==> config.mk <==
export PLATFORM = sky130hd
export DESIGN_NAME = serial_dft_stream
export DESIGN_NICKNAME = d
export VERILOG_FILES = /design/src/rtl/serial_dft_stream.sv
export SDC_FILE = /design/constraint.sdc
export NUM_CORES = 2
export LEC_CHECK = 0
export ABC_AREA = 1
export BUFFER_PORTS_ARGS = -buffer_cell sky130_fd_sc_hd__clkbuf_2
export CORE_MARGIN = 2
export CORE_UTILIZATION = 50
export CTS_CLUSTER_DIAMETER = 120
export CTS_CLUSTER_SIZE = 30
export DETAILED_ROUTE_END_ITERATION = 8
export PLACE_DENSITY = 0.72
export SYNTH_ARGS = -nofsm -noshare
export SYNTH_HDL_FRONTEND = slang
export SYNTH_SLANG_ARGS = --single-unit
==> constraint.sdc <==
create_clock -name clk -period 12.6 [get_ports clk]
set_clock_uncertainty 0.2 [all_clocks]
set_input_delay 0.63 -clock clk [delete_from_list [all_inputs] [get_ports clk]]
set_output_delay 0.63 -clock clk [all_outputs]
set_load 0.03 [all_outputs]
==> src/rtl/serial_dft_stream.sv <==
// serial_dft_stream: N-point (4 or 8) DFT of a real sample stream using one
// time-shared complex MAC. Samples arrive over a valid/ready input, bins leave
// serially over a valid/ready output as rounded real/imaginary pairs.
module serial_dft_stream #(
    parameter int N       = 8,
    parameter int LOG2N   = 3,
    parameter int DATA_W  = 16,
    parameter int TW_FRAC = 14,
    parameter int OUT_W   = DATA_W + LOG2N + 1
) (
    input  logic              clk,
    input  logic              rst,
    input  logic [DATA_W-1:0] in_data,
    input  logic              in_valid,
    output logic              in_ready,
    output logic [OUT_W-1:0]  out_re,
    output logic [OUT_W-1:0]  out_im,
    output logic [LOG2N-1:0]  out_idx,
    output logic              out_last,
    output logic              out_valid,
    input  logic              out_ready,
    output logic              busy
);

    generate
        if (!((N == 4 && LOG2N == 2) || (N == 8 && LOG2N == 3))) begin : g_bad_n
            $error("serial_dft_stream: N must be 4 or 8, with LOG2N = log2(N)");
        end
    endgenerate

    localparam int TW_W   = TW_FRAC + 2;
    localparam int PROD_W = DATA_W + TW_W;
    localparam int ACC_W  = PROD_W + LOG2N;

    // Twiddle magnitudes in Q1.TW_FRAC; cos45 = round(2^TW_FRAC / sqrt(2)),
    // derived from the 16-bit fractional constant 46341 so that TW_FRAC=14
    // yields the exact table value 11585.
    localparam longint TW_ONE_L     = longint'(1) << TW_FRAC;
    localparam longint TW_C45_L     = (longint'(46341) * TW_ONE_L + longint'(32768)) >>> 16;
    localparam longint ROUND_HALF   = longint'(1) << (TW_FRAC - 1);
    localparam int     EIGHTHS_STEP = 8 / N;
    localparam logic [LOG2N-1:0] LAST = LOG2N'(N - 1);

    localparam logic signed [TW_W-1:0] TW_ONE = TW_W'(TW_ONE_L);
    localparam logic signed [TW_W-1:0] TW_C45 = TW_W'(TW_C45_L);

    typedef enum logic [1:0] {
        S_LOAD,
        S_COMPUTE,
        S_OUTPUT
    } state_t;

    state_t                    state;
    logic        [LOG2N-1:0]   cnt;
    logic        [LOG2N-1:0]   n_idx;
    logic        [LOG2N-1:0]   k_idx;
    logic        [LOG2N-1:0]   m_idx;
    logic        [LOG2N-1:0]   nxt_idx;
    logic        [2:0]         tw_e;
    logic signed [DATA_W-1:0]  x_buf  [N];
    logic signed [OUT_W-1:0]   bin_re [N];
    logic signed [OUT_W-1:0]   bin_im [N];
    logic signed [DATA_W-1:0]  x_cur;
    logic signed [TW_W-1:0]    tw_c;
    logic signed [TW_W-1:0]    tw_s;
    logic signed [PROD_W-1:0]  prod_re;
    logic signed [PROD_W-1:0]  prod_im;
    logic signed [ACC_W-1:0]   acc_re;
    logic signed [ACC_W-1:0]   acc_im;
    logic signed [ACC_W-1:0]   acc_re_next;
    logic signed [ACC_W-1:0]   acc_im_next;

    // Cosine of e*45 degrees, e in eighths of a turn.
    function automatic logic signed [TW_W-1:0] tw_cos(input logic [2:0] e);
        case (e)
            3'd0: return TW_ONE;
            3'd1: return TW_C45;
            3'd2: return '0;
            3'd3: return -TW_C45;
            3'd4: return -TW_ONE;
            3'd5: return -TW_C45;
            3'd6: return '0;
            3'd7: return TW_C45;
        endcase
    endfunction

    // sin(theta) = cos(theta - 90 deg); the 3-bit subtraction wraps mod a turn.
    function automatic logic signed [TW_W-1:0] tw_sin(input logic [2:0] e);
        return tw_cos(e - 3'd2);
    endfunction

    // Round half up toward +inf, drop the twiddle fraction, keep OUT_W bits.
    function automatic logic signed [OUT_W-1:0] round_out(input logic signed [ACC_W-1:0] a);
        logic signed [ACC_W-1:0] t;
        t = (a + ACC_W'(ROUND_HALF)) >>> TW_FRAC;
        return t[OUT_W-1:0];
    endfunction

    // (n*k) mod N falls out of the LOG2N-bit truncation; scale to eighths.
    assign m_idx       = n_idx * k_idx;
    assign tw_e        = 3'(int'(m_idx) * EIGHTHS_STEP);
    assign tw_c        = tw_cos(tw_e);
    assign tw_s        = tw_sin(tw_e);
    assign x_cur       = x_buf[n_idx];
    assign prod_re     = x_cur * tw_c;
    assign prod_im     = x_cur * tw_s;
    assign acc_re_next = acc_re + prod_re;
    assign acc_im_next = acc_im - prod_im;
    assign nxt_idx     = out_idx + 1'b1;

    // Control FSM, MAC accumulators and registered output fields.
    always_ff @(posedge clk) begin
        if (rst) begin
            state     <= S_LOAD;
            cnt       <= '0;
            n_idx     <= '0;
            k_idx     <= '0;
            in_ready  <= 1'b0;
            out_valid <= 1'b0;
            out_last  <= 1'b0;
            busy      <= 1'b0;
            out_re    <= '0;
            out_im    <= '0;
            out_idx   <= '0;
            acc_re    <= '0;
            acc_im    <= '0;
        end else begin
            case (state)
                S_LOAD: begin
                    in_ready <= 1'b1;
                    if (in_valid && in_ready) begin
                        if (cnt == LAST) begin
                            state    <= S_COMPUTE;
                            cnt      <= '0;
                            in_ready <= 1'b0;
                            busy     <= 1'b1;
                            n_idx    <= '0;
                            k_idx    <= '0;
                        end else begin
                            cnt <= cnt + 1'b1;
                        end
                    end
                end
                S_COMPUTE: begin
                    if (n_idx == LAST) begin
                        acc_re <= '0;
                        acc_im <= '0;
                        n_idx  <= '0;
                        if (k_idx == LAST) begin
                            // bin 0 was finished N*(N-1) cycles ago, so it can be
                            // presented on the same edge the last bin is stored.
                            state     <= S_OUTPUT;
                            k_idx     <= '0;
                            out_valid <= 1'b1;
                            out_idx   <= '0;
                            out_last  <= 1'b0;
                            out_re    <= bin_re[0];
                            out_im    <= bin_im[0];
                        end else begin
                            k_idx <= k_idx + 1'b1;
                        end
                    end else begin
                        acc_re <= acc_re_next;
                        acc_im <= acc_im_next;
                        n_idx  <= n_idx + 1'b1;
                    end
                end
                S_OUTPUT: begin
                    if (out_ready) begin
                        if (out_idx == LAST) begin
                            state     <= S_LOAD;
                            out_valid <= 1'b0;
                            out_last  <= 1'b0;
                            out_idx   <= '0;
                            busy      <= 1'b0;
                            in_ready  <= 1'b1;
                        end else begin
                            out_idx  <= nxt_idx;
                            out_last <= (nxt_idx == LAST);
                            out_re   <= bin_re[nxt_idx];
                            out_im   <= bin_im[nxt_idx];
                        end
                    end
                end
                default: state <= S_LOAD;
            endcase
        end
    end

    // Sample and bin storage; contents are overwritten each frame, so no reset.
    always_ff @(posedge clk) begin
        if (state == S_LOAD && in_valid && in_ready) begin
            x_buf[cnt] <= signed'(in_data);
        end
        if (state == S_COMPUTE && n_idx == LAST) begin
            bin_re[k_idx] <= round_out(acc_re_next);
            bin_im[k_idx] <= round_out(acc_im_next);
        end
    end

endmodule
-- Yosys cells after proc, flatten, opt, wreduce, memory -nomap -nowiden
Memory sizes are Yosys's and may differ from the RTL's. A register that Yosys moved wholly into a read port is not among the register bits.
Index checks and enable logic that the tools add are counted.
Widths: inputs -> output; s select.
- flip-flop bits (word level): 128
- memory bits (writable): 448
- bits in read-only memories: 256
- bits of input ports: 20
- output and inout port bits: 47
- logic and storage cells: 117
- memories kept: 5
- add/sub/neg operators: 9
- $mul: 3
- eq/ne operators: 14
- muxes and demuxes: 56
- reductions and logical operators: 17
- memory list (memory ; depth ; width ; rd ports ; clocked after memory_dff ; write ports ; RTL line ; text):
    bin_im ; 8 ; 20 ; 2 ; 0 ; 1 ; 62 ; logic signed [OUT_W-1:0] bin_im [N];
    bin_re ; 8 ; 20 ; 2 ; 0 ; 1 ; 61 ; logic signed [OUT_W-1:0] bin_re [N];
    (no name shown) ; 8 ; 16 ; 1 ; 0 ; 0 ; 75 ; case (e)
    (no name shown) ; 8 ; 16 ; 1 ; 0 ; 0 ; 75 ;
    x_buf ; 8 ; 16 ; 1 ; 1 ; 1 ; 60 ; logic signed [DATA_W-1:0] x_buf [N];
- operators by type and width (cell ; number):
    $mux 20 ; 8
    $pmux 20 s2 ; 2
    $mux 35 ; 2
    $add 34x15->34 const B ; 2
    $mul 16x16->32 ; 2
    $mux 3 ; 12
    $add 35x32->35 ; 1
    $sub 35x32->35 ; 1
    $mux 1 ; 18
    $pmux 3 s2 ; 3
    $eq 3x3->1 const B ; 5
    $reduce_and 5->1 ; 3
    $add 3x1->3 const B ; 4
    $mux 2 ; 6
    $ne 2x2->1 const B ; 6
    $pmux 1 s2 ; 4
    $reduce_and 4->1 ; 2
    $pmux 2 s3 ; 1
    $reduce_and 3->1 ; 2
    $reduce_and 6->1 ; 1
    $reduce_bool 2->1 ; 3
    $logic_and 1x1->1 ; 4
    $mul 3x3->3 ; 1
    $sub 3x2->3 const B ; 1
    5 further kinds ; 5

-- Longest topological paths before layout
- word-level depth: 6
- gate-level depth with buffers: 46
- depth with buffers taken out: 45

-- Least setup slack after synthesis
No wires, ideal clock.
- kind: register to register
- start point: register k_idx[0]
- end point: memory bin_re[0][11] (netlist bit) (data pin)
- setup time: 0.223 ns
- data arrival time: 7.582 ns
- required time: 12.177 ns
- path slack: 4.595 ns
- cell stages (with the launch flop): 36
- buffers on the path: 1
- period minus slack after synthesis: 8.005 ns
- cells stage by stage: dfxtp_1 > nand2_1 > inv_1 > ha_1 > inv_1 > xor2_2 > inv_2 > nand2_2 > nand2_4 > o21ai_1 > nor2_1 > clkbuf_1 > inv_1 > fa_1 > fa_1 > fa_1 > inv_1 > fa_1 > fa_1 > inv_1 > fa_1 > inv_1 > ha_1 > nand2_1 > nor4_1 > nand2_1 > nand2_2 > nand2_1 > nand2_2 > xor2_2 > inv_1 > nor2_2 > inv_2 > nor3_2 > nand2_1 > xor2_1
- word-level cells in the longest chain between the ends: 5
- RTL lines (element ; RTL line ; text):
    start: declaration ; 56 ; logic [LOG2N-1:0] k_idx;
    start signal: assignment ; 160 ; k_idx <= k_idx + 1'b1;
    $mul 3x3->3 ; 100 ; assign m_idx = n_idx * k_idx;
    $mem_v2 8x16 ; -- ;
    $mul 16x16->32 ; 105 ; assign prod_re = x_cur * tw_c;
    $add 35x32->35 ; 107 ; assign acc_re_next = acc_re + prod_re;
    $add 34x15->34 ; 95 ; t = (a + ACC_W'(ROUND_HALF)) >>> TW_FRAC;
    end: declaration ; 61 ;
No other way between the ends.

==> impl_metrics.csv <==
group,metric,value,unit
worst_setup_path,crit_arrival,10.43,ns
die,coreArea,88200,µm²
routing,via_count,30940,
synthesis,synth.ff_latch_count,577,
worst_setup_path,required,12.69,ns
power,p_int,2.83,mW
place,dpl_cell_area,46100,µm²
synthesis,synth-seq-area-share,0.361,
die,start_util,0.503,
synthesis,synthTopCellsByArea,"edfxtp_1 (30%), fa_1 (25%), inv_1 (7.6%)",
synthesis,netlist.area_leader.share,0.303,
power,peakVddDrop,297,µV
worst_setup_path,worst_setup_path_end_kind,"flop",
sta,setup_slack,2.26,ns
synthesis,synth_edf_count,448,
worst_setup_path,cp-start-kind,"flop",
cts,path_clk_slew,0.11,ns
cts,numCtsBuffers,23,
sta,period_share,0.821,
power,switching_share,0.349,
routing,wl_per_cell,19.7,µm
place,dp_cells,5632,
sta,period_needed,10.34,ns
die,pin_count,67,
power,comb_power_share,0.275,
worst_setup_path,crit_family,"adder cells",
worst_setup_path,worstSetupPathType,"flop to flop",
synthesis,yosysWarnings,0,
routing,drc,0,
routing,viasPerCell,5.45,
place,portBuffers,66,
cts,cts_htree_levels,1,
die,die_area,91200,µm²
hold_path,hp-class,"input pin to flop",
layout,final_design_area_no_fill,46700,µm²
worst_setup_path,path_buf_inv,8,
sta,rsz0062_at_grt,"no",
die,die_y,302,µm
layout,instances_no_fill,5674,
global_routing,grt_max_degree,109,
place,place_ws,2.42,ns
cts,cts-root-buf,"clkbuf_16",
synthesis,synth_cell_types,58,
layout,drive_gt1_frac,0.0628,
routing,drtAntennaViolNets,0,
die,rows,109,
global_routing,track_usage,0.253,
cts,postCtsHoldBufs,0,
layout,nFillCells,7709,
worst_setup_path,critPathMaxFanout,65,
power,leakagePower,20.6,nW
synthesis,async_reset_ff_frac,0,
cts,post-cts-setup-buffers,0,
global_routing,antenna_found_initial,1,
synthesis,synth-main-ff-cell,"edfxtp_1",
sta,max_freq,96.7,MHz
global_routing,grt_pass1_vias,31628,
sta,slew_headroom,0.255,
synthesis,synth.avg_cell_area,9.87,µm²
power,finalPower,4.35,mW
power,clock_power_share,0.213,
worst_setup_path,cp_slowest_cell,"nor2_1",
layout,syn2layout_area_growth,5.27,%
sta,slew_violations,0,
routing,first_pass_iters,6,
routing,wirelength,112,mm
global_routing,grt_overflow,0,
job,max_cap_viol_count,0,
cts,clkSinkCount,577,
power,p_switching,1.52,mW
synthesis,synth_fp_nets,5308,
die,die_w,302,µm
sta,fin_setup_tns,0,ns
outcome,status,"completed",
power,power_frac_seq,0.512,
cts,clkLatencyLatePin,0.60,ns
power,p_per_area,93.2,nW/µm²
synthesis,synth_top_cell_by_area,"edfxtp_1",
cts,cts_resized,0,
cts,cts_tree,"built",
sta,setup_viol,0,
sta,hold_violations,0,
worst_setup_path,slowest_delay,0.80,ns
cts,cts_buffer_depth,3,
place,place_congestion,0.930,
routing,drt-initial-drc-count,2387,
sta,max_slew.worst_pin.slew,1.12,ns
synthesis,syn_inst,4498,
place,post-dp-hpwl,82.8,mm
layout,fin_nets,5302,
global_routing,grt_pass1_wl,177,mm
synthesis,synth_area,44400,µm²
-- stage by stage --
| step | hold slack (ns) | utilization |
|---|---|---|
| after floorplan | 0.245 | - |
| after global placement | 0.256 | 0.522 |
| after detailed placement | 0.255 | 0.522 |
| after CTS | 0.0957 | 0.530 |
| after global routing | 0.121 | 0.530 |
| final | 0.112 | 0.530 |
-- state kept, by name, indices dropped and copies added (netlist names), named ones only --
name,count
state,2
n_idx,3
cnt,3
out_valid,1
out_re,20
bin_im,160
in_ready,1
acc_im,34
busy,1
x_buf,128
k_idx,3
out_last,1
out_idx,3
acc_re,34
out_im,20
bin_re,160
-- layer usage --
metal / routed length, µm / track usage / vias up / share of wire
met2: 52200 / 0.411 / 1154 / 0.47
met4: 3930 / 0.0843 / 0 / 0.035
met3: 10000 / 0.0516 / 176 / 0.090
li1: - / - / 14255 / -
met5: 0 / 0 / - / 0
met1: 45800 / 0.340 / 15355 / 0.41
-- cells by family after synthesis --
| family | count (synthesis) | synth area share |
|---|---|---|
| compound gates | 656 | 0.0862 |
| xor+xnor | 103 | 0.0219 |
| fa+ha+maj | 790 | 0.315 |
| buf+inv | 1060 | 0.0900 |
| flops | 577 | 0.361 |
| mux | 3 | 0.000677 |
| simple gates | 1309 | 0.125 |
-- layout make-up --
cell class,instances,area (µm²),area share
Tap cell,1165,1460,0.0312
Antenna cell,1,2.50,0.0000536
Sequential cell,577,16000,0.343
Timing Repair Buffer,109,653,0.0140
Multi-Input combinational cell,2861,24500,0.523
Inverter,920,3460,0.0740
Clock inverter,2,25.0,0.000536
Clock buffer,39,636,0.0136
-- cell usage after synthesis, drive strengths merged, types with 3 or more instances --
cell    count
nand3      92
fa        548
o21ai     273
xor2       63
or2        28
a41oi      40
xnor2      40
nand4      17
a21o       17
o21bai      5
nor3       24
o21a        4
ha        242
a31oi       9
edfxtp    448
a21oi     189
buf        12
nor4        5
o22ai      80
nor2      444
nand2     686
mux2i       3
inv       919
clkbuf    128
dfxtp     129
a32o       28
nand3b     10
-- power groups by stage --
| stage | registers, mW | clock network (mW) | logic [mW] |
|---|---|---|---|
| floorplan | 2.33 | 0 | 0.723 |
| global placement | 2.27 | 0 | 1.17 |
| detailed placement | 2.27 | 0 | 1.18 |
| CTS | 2.23 | 0.941 | 1.18 |
| global route | 2.24 | 0.994 | 1.31 |
| finish | 2.23 | 0.928 | 1.20 |
-- placed cells by master (no fill, tap or decap), types with 3 or more instances in the layout --
cell | synthesis | layout
inv_1 | 904 | 903
nand2_1 | 649 | 649
fa_1 | 548 | 548
edfxtp_1 | 448 | 448
nor2_1 | 429 | 418
o21ai_0 | 260 | 260
ha_1 | 242 | 241
a21oi_1 | 189 | 189
dfxtp_1 | 129 | 127
o22ai_1 | 80 | 80
nand3_1 | 78 | 78
clkbuf_2 | 1 | 65
xor2_1 | 55 | 55
buf_4 | 3 | 43
xnor2_1 | 40 | 40
a41oi_1 | 40 | 40
nand2_2 | 30 | 30
a32o_1 | 28 | 28
or2_2 | 28 | 28
clkbuf_16 | 0 | 23
nor3_1 | 19 | 17
a21o_1 | 17 | 17
nand4_1 | 17 | 17
clkbuf_1 | 127 | 16
inv_2 | 15 | 15
nor2_4 | 1 | 13
nor2_2 | 14 | 13
nand3_2 | 12 | 12
o21ai_1 | 9 | 9
a31oi_1 | 8 | 8
nand3b_1 | 8 | 8
xor2_2 | 7 | 7
nand2_4 | 7 | 7
nor3_2 | 4 | 6
o21bai_1 | 5 | 5
nor4_1 | 4 | 4
o21a_1 | 4 | 4
o21ai_2 | 3 | 3
mux2i_1 | 3 | 3
-- path summary, 6_finish.rpt --
path,start,to,slack [ns],cells past startpoint
max,flop,bin_re[1][7],2.26,30
min reg2reg,busy,busy,0.27,2
min,in_data[1],x_buf[0][1],0.11,1
max reg2reg,flop,bin_re[1][7],2.26,30
Power figures use the tool's default switching activity.
